### src/rtl/ctrl_pipe.sv
// Pipelined RV32I control unit: decodes the ID instruction and carries stage-aligned
// control through ID/EX, EX/MEM and MEM/WB, with load-use hazard detection.
module ctrl_pipe #(
  parameter int RD_W           = 5,
  parameter int LOAD_USE_STALL = 1,
  parameter int STORE_DATA_FWD = 1
) (
  input  logic            clk,
  input  logic            rstn,
  input  logic [31:0]     id_ir,
  input  logic            id_valid,
  input  logic            stall_ext,
  input  logic            flush_ex,
  output logic            hazard_stall,
  output logic            id_illegal,
  output logic            ex_valid,
  output logic [3:0]      ex_alu_op,
  output logic            ex_alu_src1,
  output logic            ex_alu_src2,
  output logic [2:0]      ex_branch,
  output logic            ex_jal,
  output logic            ex_jalr,
  output logic [RD_W-1:0] ex_rd,
  output logic            mem_valid,
  output logic            mem_read,
  output logic            mem_write,
  output logic [RD_W-1:0] mem_rd,
  output logic            wb_valid,
  output logic            wb_reg_write,
  output logic [1:0]      wb_reg_src,
  output logic [RD_W-1:0] wb_rd
);

  localparam logic [6:0] OPC_LOAD   = 7'b0000011;
  localparam logic [6:0] OPC_STORE  = 7'b0100011;
  localparam logic [6:0] OPC_BRANCH = 7'b1100011;
  localparam logic [6:0] OPC_JAL    = 7'b1101111;
  localparam logic [6:0] OPC_JALR   = 7'b1100111;
  localparam logic [6:0] OPC_AUIPC  = 7'b0010111;
  localparam logic [6:0] OPC_LUI    = 7'b0110111;
  localparam logic [6:0] OPC_OP     = 7'b0110011;
  localparam logic [6:0] OPC_OPIMM  = 7'b0010011;

  typedef struct packed {
    logic            valid;
    logic [3:0]      alu_op;
    logic            alu_src1;
    logic            alu_src2;
    logic [2:0]      branch;
    logic            jal;
    logic            jalr;
    logic [RD_W-1:0] rd;
    logic            mem_read;
    logic            mem_write;
    logic            reg_write;
    logic [1:0]      reg_src;
  } idex_t;

  typedef struct packed {
    logic            valid;
    logic            mem_read;
    logic            mem_write;
    logic            reg_write;
    logic [1:0]      reg_src;
    logic [RD_W-1:0] rd;
  } exmem_t;

  typedef struct packed {
    logic            valid;
    logic            reg_write;
    logic [1:0]      reg_src;
    logic [RD_W-1:0] rd;
  } memwb_t;

  idex_t  idex_q, dec;
  exmem_t exmem_q;
  memwb_t memwb_q;

  logic [6:0] opcode;
  logic [2:0] funct3;
  logic is_load, is_store, is_branch, is_jal, is_jalr, is_auipc, is_lui, is_op, is_opimm;
  logic legal, uses_rs1, uses_rs2, rs1_hit, rs2_hit, store_fwd;
  logic unused_ir_bits;

  assign opcode    = id_ir[6:0];
  assign funct3    = id_ir[14:12];
  assign is_load   = (opcode == OPC_LOAD);
  assign is_store  = (opcode == OPC_STORE);
  assign is_branch = (opcode == OPC_BRANCH);
  assign is_jal    = (opcode == OPC_JAL);
  assign is_jalr   = (opcode == OPC_JALR);
  assign is_auipc  = (opcode == OPC_AUIPC);
  assign is_lui    = (opcode == OPC_LUI);
  assign is_op     = (opcode == OPC_OP);
  assign is_opimm  = (opcode == OPC_OPIMM);
  assign legal     = is_load | is_store | is_branch | is_jal | is_jalr |
                     is_auipc | is_lui | is_op | is_opimm;
  assign unused_ir_bits = ^{id_ir[31], id_ir[29:25]};

  always_comb begin
    dec = '0;
    dec.valid = id_valid & legal;
    if (is_op)
      dec.alu_op = {id_ir[30], funct3};
    else if (is_opimm)
      dec.alu_op = {(funct3 == 3'b101) & id_ir[30], funct3};
    else if (is_branch)
      dec.alu_op = 4'b1000;
    else if (is_lui)
      dec.alu_op = 4'b1111;
    dec.alu_src1  = is_auipc;
    dec.alu_src2  = is_opimm | is_load | is_store | is_auipc | is_lui;
    dec.branch    = {is_branch, id_ir[14], id_ir[12]};
    dec.jal       = is_jal;
    dec.jalr      = is_jalr;
    dec.rd        = RD_W'(id_ir[11:7]);
    dec.mem_read  = is_load;
    dec.mem_write = is_store;
    dec.reg_write = legal & ~(is_branch | is_store) & (id_ir[11:7] != 5'd0);
    dec.reg_src   = (is_jal | is_jalr) ? 2'b10 : (is_load ? 2'b01 : 2'b00);
  end

  // Store data is forwarded in MEM, so a store only needs its rs2 when forwarding is off.
  assign store_fwd = is_store & (STORE_DATA_FWD != 0);
  assign uses_rs1  = legal & ~(is_lui | is_auipc | is_jal);
  assign uses_rs2  = is_op | is_branch | is_store;
  assign rs1_hit   = uses_rs1 & (RD_W'(id_ir[19:15]) == idex_q.rd);
  assign rs2_hit   = uses_rs2 & ~store_fwd & (RD_W'(id_ir[24:20]) == idex_q.rd);

  assign hazard_stall = (LOAD_USE_STALL != 0) & id_valid & idex_q.valid & idex_q.mem_read &
                        (idex_q.rd != '0) & (rs1_hit | rs2_hit);
  assign id_illegal   = id_valid & ~legal;

  always_ff @(posedge clk) begin
    if (!rstn) begin
      idex_q  <= '0;
      exmem_q <= '0;
      memwb_q <= '0;
    end else if (!stall_ext) begin
      memwb_q.valid     <= exmem_q.valid;
      memwb_q.reg_write <= exmem_q.reg_write;
      memwb_q.reg_src   <= exmem_q.reg_src;
      memwb_q.rd        <= exmem_q.rd;
      exmem_q.valid     <= idex_q.valid;
      exmem_q.mem_read  <= idex_q.mem_read;
      exmem_q.mem_write <= idex_q.mem_write;
      exmem_q.reg_write <= idex_q.reg_write;
      exmem_q.reg_src   <= idex_q.reg_src;
      exmem_q.rd        <= idex_q.rd;
      idex_q            <= (flush_ex | hazard_stall | ~dec.valid) ? '0 : dec;
    end
  end

  assign ex_valid     = idex_q.valid;
  assign ex_alu_op    = idex_q.alu_op;
  assign ex_alu_src1  = idex_q.alu_src1;
  assign ex_alu_src2  = idex_q.alu_src2;
  assign ex_branch    = {idex_q.valid & idex_q.branch[2], idex_q.branch[1:0]};
  assign ex_jal       = idex_q.valid & idex_q.jal;
  assign ex_jalr      = idex_q.valid & idex_q.jalr;
  assign ex_rd        = idex_q.rd;
  assign mem_valid    = exmem_q.valid;
  assign mem_read     = exmem_q.valid & exmem_q.mem_read;
  assign mem_write    = exmem_q.valid & exmem_q.mem_write;
  assign mem_rd       = exmem_q.rd;
  assign wb_valid     = memwb_q.valid;
  assign wb_reg_write = memwb_q.valid & memwb_q.reg_write;
  assign wb_reg_src   = memwb_q.reg_src;
  assign wb_rd        = memwb_q.rd;

endmodule

### config.mk
export PLATFORM = sky130hd
export DESIGN_NAME = ctrl_pipe
export DESIGN_NICKNAME = d
export VERILOG_FILES = /design/src/rtl/ctrl_pipe.sv
export SDC_FILE = /design/constraint.sdc
export NUM_CORES = 1
export LEC_CHECK = 0
export ABC_AREA = 1
export CAP_MARGIN = 10
export CORE_MARGIN = 4
export CORE_UTILIZATION = 35
export CTS_BUF_LIST = sky130_fd_sc_hd__clkbuf_16
export CTS_CLUSTER_DIAMETER = 60
export DETAILED_ROUTE_END_ITERATION = 10
export SKIP_CTS_REPAIR_TIMING = 1
export SYNTH_ARGS = -nofsm -noshare
export SYNTH_HDL_FRONTEND = slang
export SYNTH_SLANG_ARGS = --single-unit
export TNS_END_PERCENT = 1
### constraint.sdc
create_clock -name clk -period 1.65 [get_ports clk]
set_input_delay 0.2475 -clock clk [delete_from_list [all_inputs] [get_ports clk]]
set_output_delay 0.2475 -clock clk [all_outputs]
set_load 0.01 [all_outputs]
; ---- Word level (Yosys, flattened, before mapping)
; Index checks and enable logic that the tools add are counted.
[word_totals]
ff_bits = 42
input_bits = 37
output_inout_bits = 36
word_cells = 88
[op_classes]
n_eq_ne = 12
muxes = 7
bitwise = 45
reduce_logical = 2
[ops]
columns = op, n
row1 = $mux W22, 1
row2 = $eq A7 B6 Y1 const B, 3
row3 = $eq A7 B7 Y1 const B, 3
row4 = $or A1 B1 Y1, 21
row5 = $and A1 B1 Y1, 19
row6 = $mux W4, 4
row7 = $eq A7 B5 Y1 const B, 2
row8 = $eq A5 B5 Y1, 2
row9 = $reduce_bool A5 Y1, 2
row10 = $eq A7 B2 Y1 const B, 1
row11 = $not A1 Y1, 5
row12 = $eq A3 B3 Y1 const B, 1
row13 = $mux W2, 1
row14 = $mux W1, 1

; ---- Depth between registers and ports, before layout
[logic_depth]
depth_word = 16
mapped_depth = 13
depth_no_buf = 13

; ---- Worst setup path before layout
; OpenSTA, ideal clock, no wires.
[synth_path]
path_kind = input-to-output
start = input port id_ir[4]
end = output port hazard_stall
t_arrival_ns = 1.281
t_required_ns = 1.402
path_slack_ns = 0.121
cell_stages = 11
path_buffers = 1
path_cell_list = inv_1 nor2_2 inv_1 nor2_1 nand2_1 nand2_1 nand3_1 nand2_2 nand2_4 buf_6 inv_1
[synth_between]
elab_chain_cells = 13
elab_cells_between_ends = 29
cone_classes = eq/ne (9) / bitwise (20)
[synth_lines]
columns = item, line_no
row1 = from (decl), 10  ; input logic [31:0] id_ir,
row2 = $eq A7 B2 Y1 or $eq A7 B6 Y1 (tied branches), "87, 88"
row3 = $or A1 B1 Y1 (5 in series), 96  ; assign legal = is_load | is_store | is_branch | is_jal | is_jalr |
row4 = $or A1 B1 Y1 (3 in series), 97  ; is_auipc | is_lui | is_op | is_opimm;
row5 = $and A1 B1 Y1, 125  ; assign uses_rs1 = legal & ~(is_lui | is_auipc | is_jal);
row6 = $and A1 B1 Y1, 127  ; assign rs1_hit = uses_rs1 & (RD_W'(id_ir[19:15]) == idex_q.rd);
row7 = $or A1 B1 Y1 (*), 131  ; (idex_q.rd != '0) & (rs1_hit | rs2_hit);
row8 = $and A1 B1 Y1 (*), 131
row9 = to (decl), 14  ; output logic hazard_stall,
; Every way passes the cells marked *; elsewhere a longest branch is shown, timed or not.

; ---- Final worst setup path
[layout_path]
start = input port id_ir[24]
end = output port hazard_stall
[layout_between]
elab_chain_cells = 4
[layout_lines]
columns = item, line_no
row1 = $eq A5 B5 Y1, 128  ; assign rs2_hit = uses_rs2 & ~store_fwd & (RD_W'(id_ir[24:20]) == idex_q.rd);
row2 = $and A1 B1 Y1, 128
row3 = $or A1 B1 Y1, 131
row4 = $and A1 B1 Y1, 131
; Every way passes these cells.

==> results by stage <==
Critical path:
- The number of cells on the worst reg-to-reg path is 11.
- For the worst setup path, the data required time is 1.40 ns.
- The sort of element at the end of the critical path is an output port.
- Along the worst path, the maximum fanout reaches 2.
- The data arrival time of the critical path is about 1.4 ns.
- The startpoint type of the worst setup path is an input pin.
- The worst setup path category is in2out.

Placed design:
- The post-detailed-placement half-perimeter wirelength is 4140 um.
- The count of port buffers added during placement is 66.
- Routability-driven placement finished with a final weighted congestion of 0.8786.
- The number of instances in the placed design is ~470.

Yosys:
- The number of register bits inferred by synthesis is 42.
- The average size of a mapped cell is around 6.7 um2.
- Of all cell types, the one taking the most synthesized area is sky130_fd_sc_hd__dfxtp_1.
- The sequential share of the synthesized area is 0.3875.
- The main flop type after synthesis is sky130_fd_sc_hd__dfxtp_1.
- The number of flops mapped to enable cells by yosys is 0.
- Synthesis handed over a netlist of between 300 and 400 instances.
- The mapped netlist covers 2170 um2.
- In the post-synthesis netlist, the cell with the most instances is sky130_fd_sc_hd__nand2_1.
- The share of the synthesized area in the top cell type is 0.3875.
- The net count after synthesis is ~360.
- The count of synthesis-stage warnings from yosys is 0.
- The number of distinct standard cells referenced by the synthesized netlist is 21.
- By area the synthesized netlist is led by sky130_fd_sc_hd__dfxtp_1 (39%), sky130_fd_sc_hd__nand2_1 (10%), sky130_fd_sc_hd__nor2_1 (9.9%).
- For this run, asynchronously set or reset flops after synthesis account for 0.
- The commonest cells after synthesis are sky130_fd_sc_hd__nand2_1 (60), sky130_fd_sc_hd__nor2_1 (57), sky130_fd_sc_hd__dfxtp_1 (42).

Clock network:
- The clock tree from TritonCTS is done.
- The number of sinks handled by clock tree synthesis is 42.
- The maximum level of the CTS H-tree is 2.
- At the later pin of the worst-skew pair, clock insertion delay measures between 0.2 and 0.3 ns.
- No sink is reached through more buffers than the 2 on the longest clock path.
- The clock transition at the registers of the reported paths is around 0.06 ns.
- The buffer type at the clock tree root is sky130_fd_sc_hd__clkbuf_16.
- The number of clock buffers added by TritonCTS is 5.

Power and ir drop:
- Of the total power, the share spent switching nets is 0.2229.
- The part of the power in registers is 0.427.
- The internal power summed over all cells is approximately 1900 uW.
- The worst-case IR drop observed on VDD is 0.0005914 V.
- The fraction of power consumed by the clock network is 0.440.
- The total power per unit cell area is roughly 700 nW/um2.
- The analysis attributes to net switching a power of 550.0 uW.
- Of the total power, combinational logic draws 0.133.
- The analysis attributes to cell leakage a power of around 0.0017 uW.

STA:
- The setup clock skew after layout is between 0.002 and 0.0025 ns.
- The final setup slack of the worst path is -0.03603 ns.
- The worst pin sits at a relative slew slack of 0.8233.
- The final-report max-slew violation count came to 0.
- At the pin with the least slew margin, the transition time is 0.2650 ns.
- Setup violations remaining at the end of the flow were counted as 1.
- The count of endpoints failing hold in the final timing report is 0.
- In the finished design, the share of the clock period the worst path needs comes to 1.022.
- Subtracting the final worst setup slack from the clock period gives about 1.7 ns.
- Setup repair after global routing could not meet its margin everywhere.
- Derived from the worst setup path, the maximum achievable clock frequency is between 0.5 and 0.6 GHz.

Detailed routing:
- The first-pass detailed-route iteration total is 4.
- The routed layout has ~2,200 vias.
- Dividing the detail-routed via count by the number of cells gives about 4.6.
- In this run the remaining antenna-violating nets after routing total 0.
- The number of DRC markers in iteration 0 is 67.
- The average wire per standard cell is between 10 and 15 um.
- The total wirelength of the detailed-routed design is 5735 um.
- In the routed design, unresolved DRC markers number 0.

GRT:
- The wire length of the first global-routing pass is 9135 um.
- The via count of the first global-routing pass is 1,962.
- The number of antenna violations at the first check in global routing came to 0.
- The total grt overflow is 0.
- The largest net degree at the start of global routing is 40.
- For this run, the total global-route usage over all layers was measured as 0.1501.

Flow run:
- The tool flagged a number of max-cap violations equal to 0.

Run status:
- The checks that failed: setup timing.
- The run finished, with violations left.

Die:
- The initial core utilization is 0.3643.
- The region available for standard cell placement spans 5956 um2.
- In this run the vertical extent of the chip is between 80 and 90 um.
- The top-level port count is 73.
- The number of placement rows is 28.
- Measured along the x axis, the die boundary spans 86.73 um.
- The die covers 7522 um2.

Finish:
- The final cell count without fillers is ~480.
- The area growth from synthesis to layout is 58.94%.
- In the final layout, the share of cells above drive strength 1 is 0.2629.
- The final layout net count is 443.
- The utilization after layout is 0.5790.
- 0 antenna diodes ended up in the layout.

Hold path:
- The worst hold path passes through 2 cells.
- The class of the tightest hold or removal check is reg2reg.
-- per-stage QoR --
step	setup slack (ns)	setup TNS (ns)	hold slack (ns)	cell area (um2)	total power [uW]
after floorplan	0.1211	0	0.4075	2170	1221
after global placement	-0.6231	-13.38	0.4485	2989	1374
after detailed placement	-0.6537	-14.90	0.4549	2989	1378
after CTS	-0.6648	-5.678	0.4641	3154	2473
after global routing	-0.1326	-0.5741	0.4834	3448	2582
final	-0.03603	-0.03603	0.4583	3448	2468
-- power groups by stage --
stage | logic (uW) | registers [uW] | clock network [uW]
after global placement | 296 | 1080 | 0
after detailed placement | 299 | 1080 | 0
after global routing | 362 | 1060 | 1160
after floorplan | 144 | 1080 | 0
after CTS | 300 | 1060 | 1120
final | 329 | 1050 | 1090
-- area by class of cell --
class | count | area (um2)
tap | 75 | 93.84
sequential | 42 | 850.8
inverter | 35 | 136.4
clock inverter | 3 | 40.04
fill | 599 | 2507
multi-input combinational | 210 | 1122
clock buffer | 5 | 125.1
timing repair buffer | 112 | 1080
-- cell usage in the layout (no fill, tap or decap) --
cell	n
sky130_fd_sc_hd__xnor2_1	2
sky130_fd_sc_hd__o21ai_4	2
sky130_fd_sc_hd__nand3_2	2
sky130_fd_sc_hd__nand2_4	4
sky130_fd_sc_hd__nor2_2	6
sky130_fd_sc_hd__o21ai_2	1
sky130_fd_sc_hd__buf_12	1
sky130_fd_sc_hd__dfxtp_4	2
sky130_fd_sc_hd__nor3_1	1
sky130_fd_sc_hd__dfxtp_1	38
sky130_fd_sc_hd__bufinv_16	1
sky130_fd_sc_hd__nand2_2	9
sky130_fd_sc_hd__o21ai_1	2
sky130_fd_sc_hd__buf_6	7
sky130_fd_sc_hd__nand3_1	15
sky130_fd_sc_hd__inv_1	24
sky130_fd_sc_hd__clkdlybuf4s50_1	50
sky130_fd_sc_hd__and3b_1	1
sky130_fd_sc_hd__a21oi_1	23
sky130_fd_sc_hd__nand3_4	1
sky130_fd_sc_hd__buf_4	39
sky130_fd_sc_hd__nor2_4	8
sky130_fd_sc_hd__clkinv_2	2
sky130_fd_sc_hd__nor3_2	1
sky130_fd_sc_hd__dlymetal6s2s_1	15
sky130_fd_sc_hd__nor2_1	46
sky130_fd_sc_hd__o21ai_0	22
sky130_fd_sc_hd__xnor2_2	2
sky130_fd_sc_hd__nand4_1	8
sky130_fd_sc_hd__inv_2	9
sky130_fd_sc_hd__inv_4	2
sky130_fd_sc_hd__dfxtp_2	2
sky130_fd_sc_hd__nand2_1	53
sky130_fd_sc_hd__a21oi_2	1
sky130_fd_sc_hd__clkbuf_16	5
-- kinds of logic (layout without fill, tap and decap cells) --
kind of cell | count (synthesis) | after routing | share of synthesized area
buffers and inverters | 70 | 155 | 0.1678
XOR/XNOR | 4 | 4 | 0.01615
AND/OR/NAND/NOR | 155 | 155 | 0.3108
AO/OA/AOI/OAI | 51 | 51 | 0.1176
flip-flops | 42 | 42 | 0.3875
-- sequential cells by signal (all words and copies together) (netlist names), 2 cells and up --
| register | count |
|---|---|
| wb_rd | 5 |
| exmem_q | 5 |
| idex_q | 8 |
| mem_rd | 5 |
| wb_reg_src | 2 |
| ex_alu_op | 4 |
| ex_branch | 2 |
| ex_rd | 5 |
-- worst paths after layout --
check                                start      endpoint  slack, ns
worst max-delay path             id_ir[24]  hazard_stall      -0.04
worst min-delay path            idex_q[10]    idex_q[10]       0.46
worst max register to register    ex_rd[1]   ex_alu_src2       0.06
worst min register to register  idex_q[10]    idex_q[10]       0.46
-- routing by layer --
layer,track usage,wire [um],up-vias,share of wire
met2,0.2378,2772,52,0.48
met4,0.03824,34,0,0.0059
met1,0.2050,2630,978,0.46
met3,0.03612,297,5,0.052
li1,-,-,1166,-
met5,0,0,-,0
-- worst max-delay path, stage by stage --
cell and delay (ns):
sky130_fd_sc_hd__clkdlybuf4s50_1 0.42, sky130_fd_sc_hd__nand2_1 0.07, sky130_fd_sc_hd__nand2_1 0.05, sky130_fd_sc_hd__nor2_1 0.08, sky130_fd_sc_hd__nand2_1 0.07, sky130_fd_sc_hd__nor2_2 0.13
sky130_fd_sc_hd__nand3_1 0.10, sky130_fd_sc_hd__nand2_2 0.08, sky130_fd_sc_hd__nand2_4 0.05, sky130_fd_sc_hd__inv_2 0.05, sky130_fd_sc_hd__buf_6 0.09
(Power assumes the default switching activity.)
==> RTL edit (same flow settings) <==
The parameter `LOAD_USE_STALL` goes from 1 to 0.
--- a/src/rtl/ctrl_pipe.sv
+++ b/src/rtl/ctrl_pipe.sv
@@ -2,7 +2,7 @@
 // control through ID/EX, EX/MEM and MEM/WB, with load-use hazard detection.
 module ctrl_pipe #(
   parameter int RD_W           = 5,
-  parameter int LOAD_USE_STALL = 1,
+  parameter int LOAD_USE_STALL = 0,
   parameter int STORE_DATA_FWD = 1
 ) (
   input  logic            clk,
Formal check against the unedited RTL: not equivalent (a bounded check fails within 4 cycles, from zero or initial values and one cycle with rstn low).
==> RTL edit against the unedited design <==
  * Sequential share of layout area up 6.6 points
  * Sequential cell count unchanged
  * Total power down 8.5%
  * Worst setup slack better by 0.097 ns
  * Utilization down 8.7 points
  * Count of clock-buffer cells in the layout unchanged
  * Final cell count down 20%
  * Routed wire length down 27%
  * Synthesized cell count down 17%
  * Register-to-register slack better by 0.89 ns
  * Design area down 22%
  * Area after synthesis down 9.2%
  * Clock skew up 0.00088 ns
  * Critical path type unchanged
  * Largest cell class is now sequential cells
  * Highest routed layer unchanged
==> RTL edit: results (changes against the unedited design) <==
[critical_path]
cp_max_fo=3  ; was 2
rr_endpoint=mem_rd[0]$_SDFFE_PN0N_  ; was ex_alu_src2$_SDFFE_PN0N_
cp.arrival_ns=1.34  ; was 1.44 ns
slowest_delay_ns=0.49  ; was 0.42 ns
rr_worst_depth=2  ; was 11
reg2reg_slack_ns=0.95  ; was 0.06 ns

[hold_path]
holdPathEnd=idex_q[11]$_SDFFE_PN0N_  ; was idex_q[10]$_SDFFE_PN0N_
hold_class=primary input to register  ; was register to register
min_path_cells=4  ; was 2
worstHoldStart=id_ir[3]  ; was idex_q[10]$_SDFFE_PN0N_

[logic_synthesis]
synth_top_area_share_pct=42.7  ; was 38.8%
ys_top_cells_by_count=nor2_1 (54), dfxtp_1 (42), nand2_1 (39)  ; was nand2_1 (60), nor2_1 (57), dfxtp_1 (42)
yosysUniqueCellTypes=26  ; was 21
netlist_top_cells_area=dfxtp_1 (43%), nor2_1 (10%), buf_4 (9.5%), nand2_1 (7.4%), o21ai_0 (5.3%)  ; was dfxtp_1 (39%), nand2_1 (10%), nor2_1 (9.9%), buf_4 (8.0%), inv_1 (5.7%)
yosysSeqAreaShare_pct=42.7  ; was 38.8%
synth.avg_cell_area_um2=7.38  ; was 6.74 um2
synthesis.nets=304  ; was 359

[power]
p_leak_nw=1.13  ; was 1.65 nW
power_switching_mw=0.526  ; was 0.550 mW
vdd.ir_drop.worst_mv=0.340  ; was 0.591 mV

[grt]
grt_pass1_vias=1620  ; was 1962
grt_usage_pct=12.5  ; was 15.0%

[place]
placed_cell_area_mm2=0.00252  ; was 0.00299 mm2
dpl.hpwl_mm=3.20  ; was 4.14 mm
dp_cells=378  ; was 466

[status]
status=completed  ; was finished with violations

[finish]
fillCellCount=566  ; was 599
drive_gt1_share_pct=16.8  ; was 26.3%
nNetsFinal=351  ; was 443

[drt]
num_vias=1691  ; was 2201
wirelength_mm=4.16  ; was 5.74 mm
vias_per_cell=4.37  ; was 4.57
drt_iter0_drc=71  ; was 67

[sta]
fin_skew_ns=0.00321  ; was 0.00233 ns
slew_headroom_pct=61.7  ; was 82.3%

RTL edit: changes by cell type in the layout (fill, tap and decap cells not counted), moves of 7 or more:
cell and change:
inv_2 -7, nand2_2 -8, buf_4 -17, inv_1 -9
nand2_1 -14, dlymetal6s2s_1 -11
RTL edit: cell type report:
class	instances	area, um2	area share (%)
Inverter	17	63.8	2.37
Clock inverter	3	21.3	0.790
Clock buffer	5	125	4.64
Timing Repair Buffer	78	732	27.2
Sequential cell	42	842	31.3
Tap cell	72	90.1	3.34
Multi-Input combinational cell	170	820	30.4
RTL edit: worst max path at each step:
stage,endpoint,cells after the start,slack (ns),start
2_1_floorplan,id_illegal,8,0.42,id_ir[1]
3_3_place_gp,id_illegal,8,-0.42,id_ir[6]
3_5_place_dp,id_illegal,8,-0.42,id_ir[6]
4_1_cts,id_illegal,8,-0.44,id_ir[6]
5_1_grt,id_illegal,9,-0.02,id_ir[1]
6_report,id_illegal,7,0.06,id_ir[1]
RTL edit: power by group through the flow:
stage	sequential (mW)	clock [mW]	combinational, mW
5_1_grt	1.06	1.02	0.288
6_report	1.06	0.942	0.260
3_5_place_dp	1.08	0	0.262
2_1_floorplan	1.08	0	0.143
4_1_cts	1.06	0.987	0.263
3_3_place_gp	1.08	0	0.260
RTL edit: kinds of logic after synthesis:
| logic type | share of synthesized area, % |
|---|---|
| and+or+nand+nor | 29.7 |
| DFF | 42.7 |
| other | 0.190 |
| buffers and inverters | 16.3 |
| AOI/OAI and AO/OA | 11.2 |
RTL edit: metal layers:
metal  global-route usage [%]  up-vias  part of all wire (%)
met3                     4.17        5                   6.9
li1                         -      927                     -
met4                     4.90        0                   1.5
met5                        0        -                     0
met1                     15.3      715                    47
met2                     20.2       44                    45
RTL edit: critical path: cells and delay by family:
family	cells	cell delay, ns
buffers and inverters	2	0.62
and+or+nand+nor	5	0.47
RTL edit: through the flow:
| step | total power, mW | hold WS (ns) | setup WS, ns |
|---|---|---|---|
| 6_report | 2.26 | 0.415 | 0.0607 |
| 5_1_grt | 2.37 | 0.420 | -0.0153 |
| 4_1_cts | 2.31 | 0.465 | -0.437 |
| 3_5_place_dp | 1.34 | 0.455 | -0.421 |
| 3_3_place_gp | 1.34 | 0.451 | -0.417 |
| 2_1_floorplan | 1.22 | 0.390 | 0.416 |
